--- src/rtl/xbar_tlul_mxn.sv ---
// NumHosts x NumDevices TL-UL crossbar: base/mask decode, per-device round-robin, single outstanding.
// Define XBAR_MXN_ERR_RESP_EN to answer unmapped requests with an internal error responder.
package xbar_tlul_pkg;
  localparam logic [2:0] OpGet       = 3'h4;
  localparam logic [2:0] OpAccessAck = 3'h0;
  localparam logic [2:0] OpAckData   = 3'h1;

  typedef struct packed {
    logic        a_valid;
    logic [2:0]  a_opcode;
    logic [2:0]  a_param;
    logic [1:0]  a_size;
    logic [7:0]  a_source;
    logic [31:0] a_address;
    logic [3:0]  a_mask;
    logic [31:0] a_data;
    logic        d_ready;
  } tl_h2d_t;

  typedef struct packed {
    logic        d_valid;
    logic [2:0]  d_opcode;
    logic [2:0]  d_param;
    logic [1:0]  d_size;
    logic [7:0]  d_source;
    logic        d_sink;
    logic [31:0] d_data;
    logic        d_error;
    logic        a_ready;
  } tl_d2h_t;
endpackage

module xbar_tlul_mxn
  import xbar_tlul_pkg::*;
#(
  parameter int          NumHosts   = 2,
  parameter int          NumDevices = 4,
  parameter logic [31:0] DevBase [NumDevices] = '{32'h0000_0000, 32'h0001_0000,
                                                  32'h0002_0000, 32'h0003_0000},
  parameter logic [31:0] DevMask [NumDevices] = '{default: 32'hFFFF_0000}
) (
  input  logic                       clk_i,
  input  logic                       rst_i,
  input  tl_h2d_t [NumHosts-1:0]     tl_h_i,
  output tl_d2h_t [NumHosts-1:0]     tl_h_o,
  output tl_h2d_t [NumDevices-1:0]   tl_d_o,
  input  tl_d2h_t [NumDevices-1:0]   tl_d_i
);
  localparam int TW = $clog2(NumDevices + 1);
  localparam int HW = (NumHosts > 1) ? $clog2(NumHosts) : 1;
`ifdef XBAR_MXN_ERR_RESP_EN
  localparam logic [TW-1:0] ErrIdx = TW'(NumDevices);
  localparam logic [TW-1:0] DefIdx = TW'(NumDevices);
`else
  localparam logic [TW-1:0] DefIdx = TW'(NumDevices - 1);
`endif

  for (genvar j = 0; j < NumDevices; j++) begin : g_map_chk
    if ((DevBase[j] & ~DevMask[j]) != 32'h0) begin : g_bad
      $error("xbar_tlul_mxn: DevBase has bits outside DevMask");
    end
  end

  typedef enum logic {H_IDLE, H_WAIT} hst_e;
  typedef enum logic {D_FREE, D_BUSY} dst_e;

  hst_e [NumHosts-1:0]                  hst_q, hst_d;
  logic [NumHosts-1:0][TW-1:0]          tgt_q, tgt_d;
  dst_e [NumDevices-1:0]                dst_q, dst_d;
  logic [NumDevices-1:0][HW-1:0]        own_q, own_d, rr_q, rr_d, lockh_q, lockh_d;
  logic [NumDevices-1:0]                lock_q, lock_d;
  logic [NumHosts-1:0][TW-1:0]          dec;
  logic [NumDevices-1:0][NumHosts-1:0]  cand;
  logic [NumDevices-1:0]                win_vld;
  logic [NumDevices-1:0][HW-1:0]        win;
`ifdef XBAR_MXN_ERR_RESP_EN
  logic [NumHosts-1:0]                  err_vld_q, err_vld_d;
  logic [NumHosts-1:0][2:0]             err_op_q, err_op_d;
  logic [NumHosts-1:0][1:0]             err_size_q, err_size_d;
  logic [NumHosts-1:0][7:0]             err_src_q, err_src_d;
`endif

  // Descending scan so the lowest matching device index wins.
  always_comb begin
    for (int h = 0; h < NumHosts; h++) begin
      dec[h] = DefIdx;
      for (int j = NumDevices - 1; j >= 0; j--)
        if ((tl_h_i[h].a_address & DevMask[j]) == DevBase[j]) dec[h] = TW'(j);
    end
  end

  always_comb begin
    int idx;
    idx     = 0;
    cand    = '0;
    win_vld = '0;
    win     = '0;
    for (int j = 0; j < NumDevices; j++)
      for (int h = 0; h < NumHosts; h++)
        cand[j][h] = (hst_q[h] == H_IDLE) && tl_h_i[h].a_valid && (dec[h] == TW'(j));
    for (int j = 0; j < NumDevices; j++) begin
      if (!rst_i && dst_q[j] == D_FREE) begin
        // A stalled grant keeps its host so the request stays stable until accepted.
        if (lock_q[j] && cand[j][lockh_q[j]]) begin
          win_vld[j] = 1'b1;
          win[j]     = lockh_q[j];
        end else begin
          for (int k = 0; k < NumHosts; k++) begin
            idx = int'(rr_q[j]) + k;
            if (idx >= NumHosts) idx = idx - NumHosts;
            if (!win_vld[j] && cand[j][idx]) begin
              win_vld[j] = 1'b1;
              win[j]     = HW'(idx);
            end
          end
        end
      end
    end
  end

  always_comb begin
    for (int j = 0; j < NumDevices; j++) begin
      tl_d_o[j] = '0;
      if (win_vld[j]) tl_d_o[j] = tl_h_i[win[j]];
      tl_d_o[j].d_ready = (dst_q[j] == D_BUSY) ? tl_h_i[own_q[j]].d_ready : 1'b1;
    end
  end

  always_comb begin
    for (int h = 0; h < NumHosts; h++) begin
      tl_h_o[h] = '0;
      if (!rst_i && hst_q[h] == H_IDLE) begin
`ifdef XBAR_MXN_ERR_RESP_EN
        if (dec[h] == ErrIdx) tl_h_o[h].a_ready = 1'b1;
`endif
        for (int j = 0; j < NumDevices; j++)
          if (dec[h] == TW'(j) && win_vld[j] && win[j] == HW'(h))
            tl_h_o[h].a_ready = tl_d_i[j].a_ready;
      end else if (!rst_i && hst_q[h] == H_WAIT) begin
        for (int j = 0; j < NumDevices; j++)
          if (tgt_q[h] == TW'(j) && dst_q[j] == D_BUSY && own_q[j] == HW'(h)) begin
            tl_h_o[h]         = tl_d_i[j];
            tl_h_o[h].a_ready = 1'b0;
          end
`ifdef XBAR_MXN_ERR_RESP_EN
        if (tgt_q[h] == ErrIdx) begin
          tl_h_o[h].d_valid  = err_vld_q[h];
          tl_h_o[h].d_opcode = err_op_q[h];
          tl_h_o[h].d_size   = err_size_q[h];
          tl_h_o[h].d_source = err_src_q[h];
          tl_h_o[h].d_data   = 32'hFFFF_FFFF;
          tl_h_o[h].d_error  = 1'b1;
        end
`endif
      end
    end
  end

  always_comb begin
    hst_d   = hst_q;
    tgt_d   = tgt_q;
    dst_d   = dst_q;
    own_d   = own_q;
    rr_d    = rr_q;
    lock_d  = '0;
    lockh_d = win;
`ifdef XBAR_MXN_ERR_RESP_EN
    err_vld_d  = err_vld_q;
    err_op_d   = err_op_q;
    err_size_d = err_size_q;
    err_src_d  = err_src_q;
`endif
    for (int h = 0; h < NumHosts; h++) begin
      if (hst_q[h] == H_IDLE && tl_h_i[h].a_valid && tl_h_o[h].a_ready) begin
        hst_d[h] = H_WAIT;
        tgt_d[h] = dec[h];
`ifdef XBAR_MXN_ERR_RESP_EN
        if (dec[h] == ErrIdx) begin
          err_vld_d[h]  = 1'b1;
          err_op_d[h]   = (tl_h_i[h].a_opcode == OpGet) ? OpAckData : OpAccessAck;
          err_size_d[h] = tl_h_i[h].a_size;
          err_src_d[h]  = tl_h_i[h].a_source;
        end
`endif
      end
      if (hst_q[h] == H_WAIT && tl_h_o[h].d_valid && tl_h_i[h].d_ready) begin
        hst_d[h] = H_IDLE;
`ifdef XBAR_MXN_ERR_RESP_EN
        err_vld_d[h] = 1'b0;
`endif
      end
    end
    for (int j = 0; j < NumDevices; j++) begin
      lock_d[j] = win_vld[j] && !tl_d_i[j].a_ready;
      if (win_vld[j] && tl_d_i[j].a_ready) begin
        dst_d[j] = D_BUSY;
        own_d[j] = win[j];
        rr_d[j]  = (win[j] == HW'(NumHosts - 1)) ? '0 : win[j] + 1'b1;
      end
      if (dst_q[j] == D_BUSY && tl_d_i[j].d_valid && tl_h_i[own_q[j]].d_ready)
        dst_d[j] = D_FREE;
    end
  end

  always_ff @(posedge clk_i) begin
    if (rst_i) begin
      for (int h = 0; h < NumHosts; h++) hst_q[h] <= H_IDLE;
      for (int j = 0; j < NumDevices; j++) dst_q[j] <= D_FREE;
      tgt_q   <= '0;
      own_q   <= '0;
      rr_q    <= '0;
      lock_q  <= '0;
      lockh_q <= '0;
    end else begin
      hst_q   <= hst_d;
      tgt_q   <= tgt_d;
      dst_q   <= dst_d;
      own_q   <= own_d;
      rr_q    <= rr_d;
      lock_q  <= lock_d;
      lockh_q <= lockh_d;
    end
  end

`ifdef XBAR_MXN_ERR_RESP_EN
  always_ff @(posedge clk_i) begin
    if (rst_i) begin
      err_vld_q  <= '0;
      err_op_q   <= '0;
      err_size_q <= '0;
      err_src_q  <= '0;
    end else begin
      err_vld_q  <= err_vld_d;
      err_op_q   <= err_op_d;
      err_size_q <= err_size_d;
      err_src_q  <= err_src_d;
    end
  end
`endif
endmodule

--- config.mk ---
export PLATFORM = sky130hd
export DESIGN_NAME = xbar_tlul_mxn
export DESIGN_NICKNAME = d
export VERILOG_FILES = /design/src/rtl/xbar_tlul_mxn.sv
export SDC_FILE = /design/constraint.sdc
export NUM_CORES = 1
export LEC_CHECK = 0
export ABC_AREA = 1
export CORE_AREA = 2 2 327 329
export DETAILED_ROUTE_END_ITERATION = 12
export DIE_AREA = 0 0 329 331
export DONT_BUFFER_PORTS = 1
export GPL_TIMING_DRIVEN = 0
export PLACE_DENSITY_LB_ADDON = 0.12
export SLEW_MARGIN = 10
export SYNTH_ARGS = -nofsm -noshare
export SYNTH_HDL_FRONTEND = slang
export SYNTH_SLANG_ARGS = --single-unit
--- constraint.sdc ---
create_clock -name clk_i -period 2.2 [get_ports clk_i]
set_input_delay 0.44 -clock clk_i [delete_from_list [all_inputs] [get_ports clk_i]]
set_output_delay 0.44 -clock clk_i [all_outputs]
set_load 0.01 [all_outputs]
# Word-level counts from Yosys, hierarchy flattened
# Index checks and enable logic that the tools add are counted.
# totals
reg_bits,28
latch_bits,0
ram_bits,0
mem_bits_ro,0
input_bits,382
out_inout_bits,448
wordCells,348
memories,0
# op_classes
add_sub_neg,16
multipliers,0
div,0
order_cmp,28
eq_ne,16
shift,0
n_mux,152
n_bitwise,14
reduce_logical,101
# ops
op,n
86-bit 2-to-1 mux,12
32-bit 2-to-1 mux,24
52-bit 2-to-1 mux,10
32-bit by 3-bit less-than comparator with 1-bit output (second input constant),8
51-bit 2-to-1 mux,2
1-bit 2-to-1 mux,100
1-bit logical AND,80
32-bit zero test,2
16-bit by 1-bit == test with 1-bit output (second input constant),2
16-bit by 2-bit == test with 1-bit output (second input constant),2
1-bit by 2-bit less-than comparator with 1-bit output (second input constant),12
1-bit inverter,14
3-bit by 2-bit == test with 1-bit output (second input constant),4
3-bit zero test,4
2-bit OR reduction,6
1-bit by 2-bit subtractor with 3-bit output (second input constant),4
2-bit by 2-bit subtractor with 3-bit output (second input constant),4
1-bit zero test,9
1-bit by 1-bit adder with 2-bit output (second input constant),4
2-bit == test (second input constant),4
1-bit by 2-bit greater-or-equal comparator with 1-bit output (second input constant),4
2-bit greater-or-equal comparator (second input constant),4
2-bit 2-to-1 mux,4
3-bit by 1-bit == test with 1-bit output (second input constant),2
other kinds (2),6

# Logic depth before layout (Yosys ltp)
# logic_depth
ltp_word,30
ltp_mapped,14
mapped_depth_nobuf,14

# Worst setup path after synthesis
# No wires, ideal clock.
# synth_path
path_kind,input to output
startpoint,in rst_i
endpoint,out tl_d_o[133] (netlist bit)
t_arrival_ns,1.743
required_ns,1.760
slack_ns,0.017
cell_stages,10
n_path_buf,3
cell_sequence,buf_4 > nor2_1 > nand3_1 > nor2_2 > inv_2 > nand2_4 > buf_4 > buf_2 > o21ai_1 > a21oi_1
# synth_rtl
item,line_no,rtl
start: declaration,43,"input logic rst_i,"
end: declaration,46,"output tl_h2d_t [NumDevices-1:0] tl_d_o,"

==> metrics.yaml <==
layout:
  drive_above_1_share_pct: 55.3
  stdcell_area_um2: 18700
  syn2layout_area_growth_pct: 111
  final_util_pct: 17.8
  stdcell_count: 3223
  fin_nets: 2211
global_routing:
  grt-ovfl-total: 0
  grtUsageTotal_pct: 17.0
  grt_antenna_before_repair: 15
  grt_pass1_vias: 14600
  grt_max_degree: 14
  grt_first_pass_wirelength_mm: 129
die:
  num_io_pins: 830
  design.die.area_um2: 109000
  die_h_um: 331
  die_x_um: 329
  core_area_um2: 105000
  rows: 119
  initial_core_util_pct: 8.45
routing:
  routedWlPerCell_um: 30.8
  vias: 14200
  drtIter0Drc: 758
  vias_per_cell: 4.40
  routed_wl_mm: 99.4
  drt_first_pass_iters: 5
  postRouteAntennaNets: 0
  drt_drc_violations_left: 0
synthesis:
  synth_xor_area_share_pct: 0
  muxShareOfSynthArea_pct: 0.677
  synth.area.top_cells: "a21oi_1 15%, o21ai_0 10%, a211oi_1 8.5%"
  syn_area_per_cell_um2: 5.45
  netlist.top_cell.by_area: "a21oi_1"
  netlist.area_leader.share_pct: 15.4
  ys_types: 42
  synth_top_family_by_area: "compound AO/OA/AOI/OAI gates"
  synth_compound_area_share_pct: 50.9
  synthArstFlopShare_pct: 0
  yosys_warnings: 0
  netlist_top_cells_count: "273 x a21oi_1, 195 x inv_1, 183 x o21ai_0"
  synth_edf_count: 0
  synth-simple-area-share_pct: 20.0
  ys_seq_area_share_pct: 5.87
  synth_area_um2: 8870
  synth.most_common_cell: "a21oi_1"
  synth-main-ff-cell: "dfxtp_1"
  synth_fa_ha_area_share_pct: 0
  netlist_instances: 1627
  ys_ff_latch: 26
power_and_ir_drop:
  switchingPower_mw: 1.31
  p_per_area_nw_per_um2: 138
  swShare_pct: 50.6
  intPower_mw: 1.27
  ir_drop_mv: 0.340
  power_frac_seq_pct: 19.7
  p_clk_share_pct: 15.8
  power_frac_comb_pct: 64.5
  p_leak_nw: 6.15
timing:
  skew_ns: 0.00289
  max_slew_margin_pct: 61.2
  maxSlewViolCount: 0
  min_period_ns: 2.52
  timing.fmax_mhz: 396
  finalHoldViolCount: 0
  setup_viol: 393
  fin_crit_sh_pct: 115
  worst_pin_slew_ns: 0.581
  hold_ws_ns: 0.242
  setup_slack_ns: -0.323
  rsz0062_at_grt: "yes"
clock_network:
  cts.sinks: 26
  cts-root-buf: "clkbuf_16"
  clk_pin_slew_worst_paths_ns: 0.07
  holdBufCountCts: 0
  htreeDepth: 1
  clock_latency_ns: 0.26
  cts_buffers: 3
  clock_path_buffers: 2
  cts_tree: "done"
placed_design:
  dp_hpwl_mm: 77.6
  io_buffers: 0
  gp_congestion: 0.913
  dpl_cell_area_um2: 10800
  dp.cells: 3063
setup_path:
  crit_top_cell: "buf_12"
  endpoint: "tl_d_o[191]"
  crit_required_ns: 1.76
  worstPathCellList: "nor2_4 > buf_4 > and3_4 > nand2_2 > nand2_4 > buf_12 > buf_12 > buf_16 > o21ai_4 > a21oi_4"
  ff2ff_path_depth: 10
  rr_endpoint: "hst_q[0]$_SDFFE_PP0P_"
  cp.depth: 10
  crit_path_max_incr_delay_ns: 0.35
  cp-end-kind: "output port"
  slowest_stage: "dfxtp_4"
  critPathMaxFanout: 7
  arrival_ns: 2.08
  start_kind: "register"
  reg2reg_from: "tgt_q[1]$_SDFFE_PP0P_"
  cp.buffers_inverters: 4
  rrSetupSlack_ns: 0.21
  critPathTopFamily: "simple AND/OR/NAND/NOR gates"
  startpoint: "hst_q[0]$_SDFFE_PP0P_"
  worstSetupPathType: "register to output port"
hold_path:
  holdCritPathClass: "primary input to register"
run_status:
  violations: "setup timing"
  status: "finished with violations"
job:
  max_cap_violations: 0
## kinds of logic after synthesis
kind of cell           count (synthesis)
other                                  1
AO/OA/AOI/OAI                        800
flip-flops                            26
buffers and inverters                420
AND/OR/NAND/NOR                      374
multiplexers                           6
## cell usage in the layout, fill, tap and decap left out, drive strengths merged
cell type	instances
clkinv	5
diode	5
clkbuf	79
nand3	20
conb	46
clkinvlp	3
inv	210
o221a	2
buf	276
and3	1
dfxtp	26
mux2i	6
bufbuf	2
o31ai	1
nand3b	1
nor3	100
o221ai	2
nor4	4
o2111ai	1
o22ai	100
nand4	9
a211oi	102
a21oi	292
nor2	176
o21ai	300
or2	1
nand2	62
## how the worst min path moves through the flow
stage	startpoint	to	cells past startpoint
after detailed placement	rr_q[1]$_SDFFE_PP0P_	rr_q[1]$_SDFFE_PP0P_	2
after global placement	rr_q[1]$_SDFFE_PP0P_	rr_q[1]$_SDFFE_PP0P_	2
after CTS	tl_d_i[104]	lock_q[2]$_SDFF_PP0_	1
after floorplan	hst_q[1]$_SDFFE_PP0P_	hst_q[1]$_SDFFE_PP0P_	2
after global routing	tl_d_i[52]	lock_q[1]$_SDFF_PP0_	1
final	tl_d_i[52]	lock_q[1]$_SDFF_PP0_	1
## state kept, by name (all words and copies together) (netlist names)
name,cells
lockh_q,4
hst_q,2
tgt_q,4
lock_q,4
rr_q,4
own_q,4
dst_q,4
## worst reg2reg max path, stage by stage, from the launching register on
cell	delay, ns
dfxtp_2	0.34
clkinv_4	0.07
buf_12	0.12
nor4_4	0.31
buf_12	0.16
buf_4	0.13
a211oi_1	0.08
nor3_2	0.42
nand2_1	0.11
nand2_1	0.09
nor2_1	0.06
## power by group through the flow
stage	combinational (mW)	sequential [mW]	clock (mW)
floorplan	0.747	0.512	0
global placement	1.09	0.518	0
detailed placement	1.09	0.518	0
CTS	1.49	0.509	0.428
global route	1.77	0.512	0.448
finish	1.66	0.509	0.408
## per-stage QoR
| step | setup TNS, ns | setup WS, ns | total power [mW] |
|---|---|---|---|
| detailed placement | -298.80 | -1.16 | 1.61 |
| floorplan | 0 | 0.0170 | 1.26 |
| global route | -104.83 | -0.388 | 2.73 |
| CTS | -69.91 | -0.319 | 2.43 |
| global placement | -302.38 | -1.19 | 1.61 |
| finish | -75.48 | -0.323 | 2.58 |
## per-layer routing
layer | vias to the layer above | part of all wire [%] | GRT usage [%]
li1 | 6064 | - | -
met1 | 7070 | 34 | 17.3
met2 | 864 | 52 | 32.7
met3 | 186 | 8.7 | 4.95
met4 | 6 | 4.9 | 5.89
met5 | - | 0.050 | 0
## repair_timing
| action | 4_1_cts | 5_1_grt |
|---|---|---|
| cloned | 32 | 4 |
| endpoints found under the setup margin | 405 | 394 |
| pin swaps | 87 | 47 |
| resized for setup | 1202 | 259 |
| buffers inserted | 95 | 30 |
## cell type report
type | count | area (um^2)
Antenna cell | 5 | 12.5
Buffer | 196 | 2730
Clock buffer | 3 | 75.1
Fill cell | 11900 | 86200
Inverter | 218 | 907
Multi-Input combinational cell | 1226 | 10400
Sequential cell | 26 | 558
Tap cell | 1391 | 1740
Timing Repair Buffer | 158 | 2350
No activity file was read; power rests on OpenSTA's default activity.
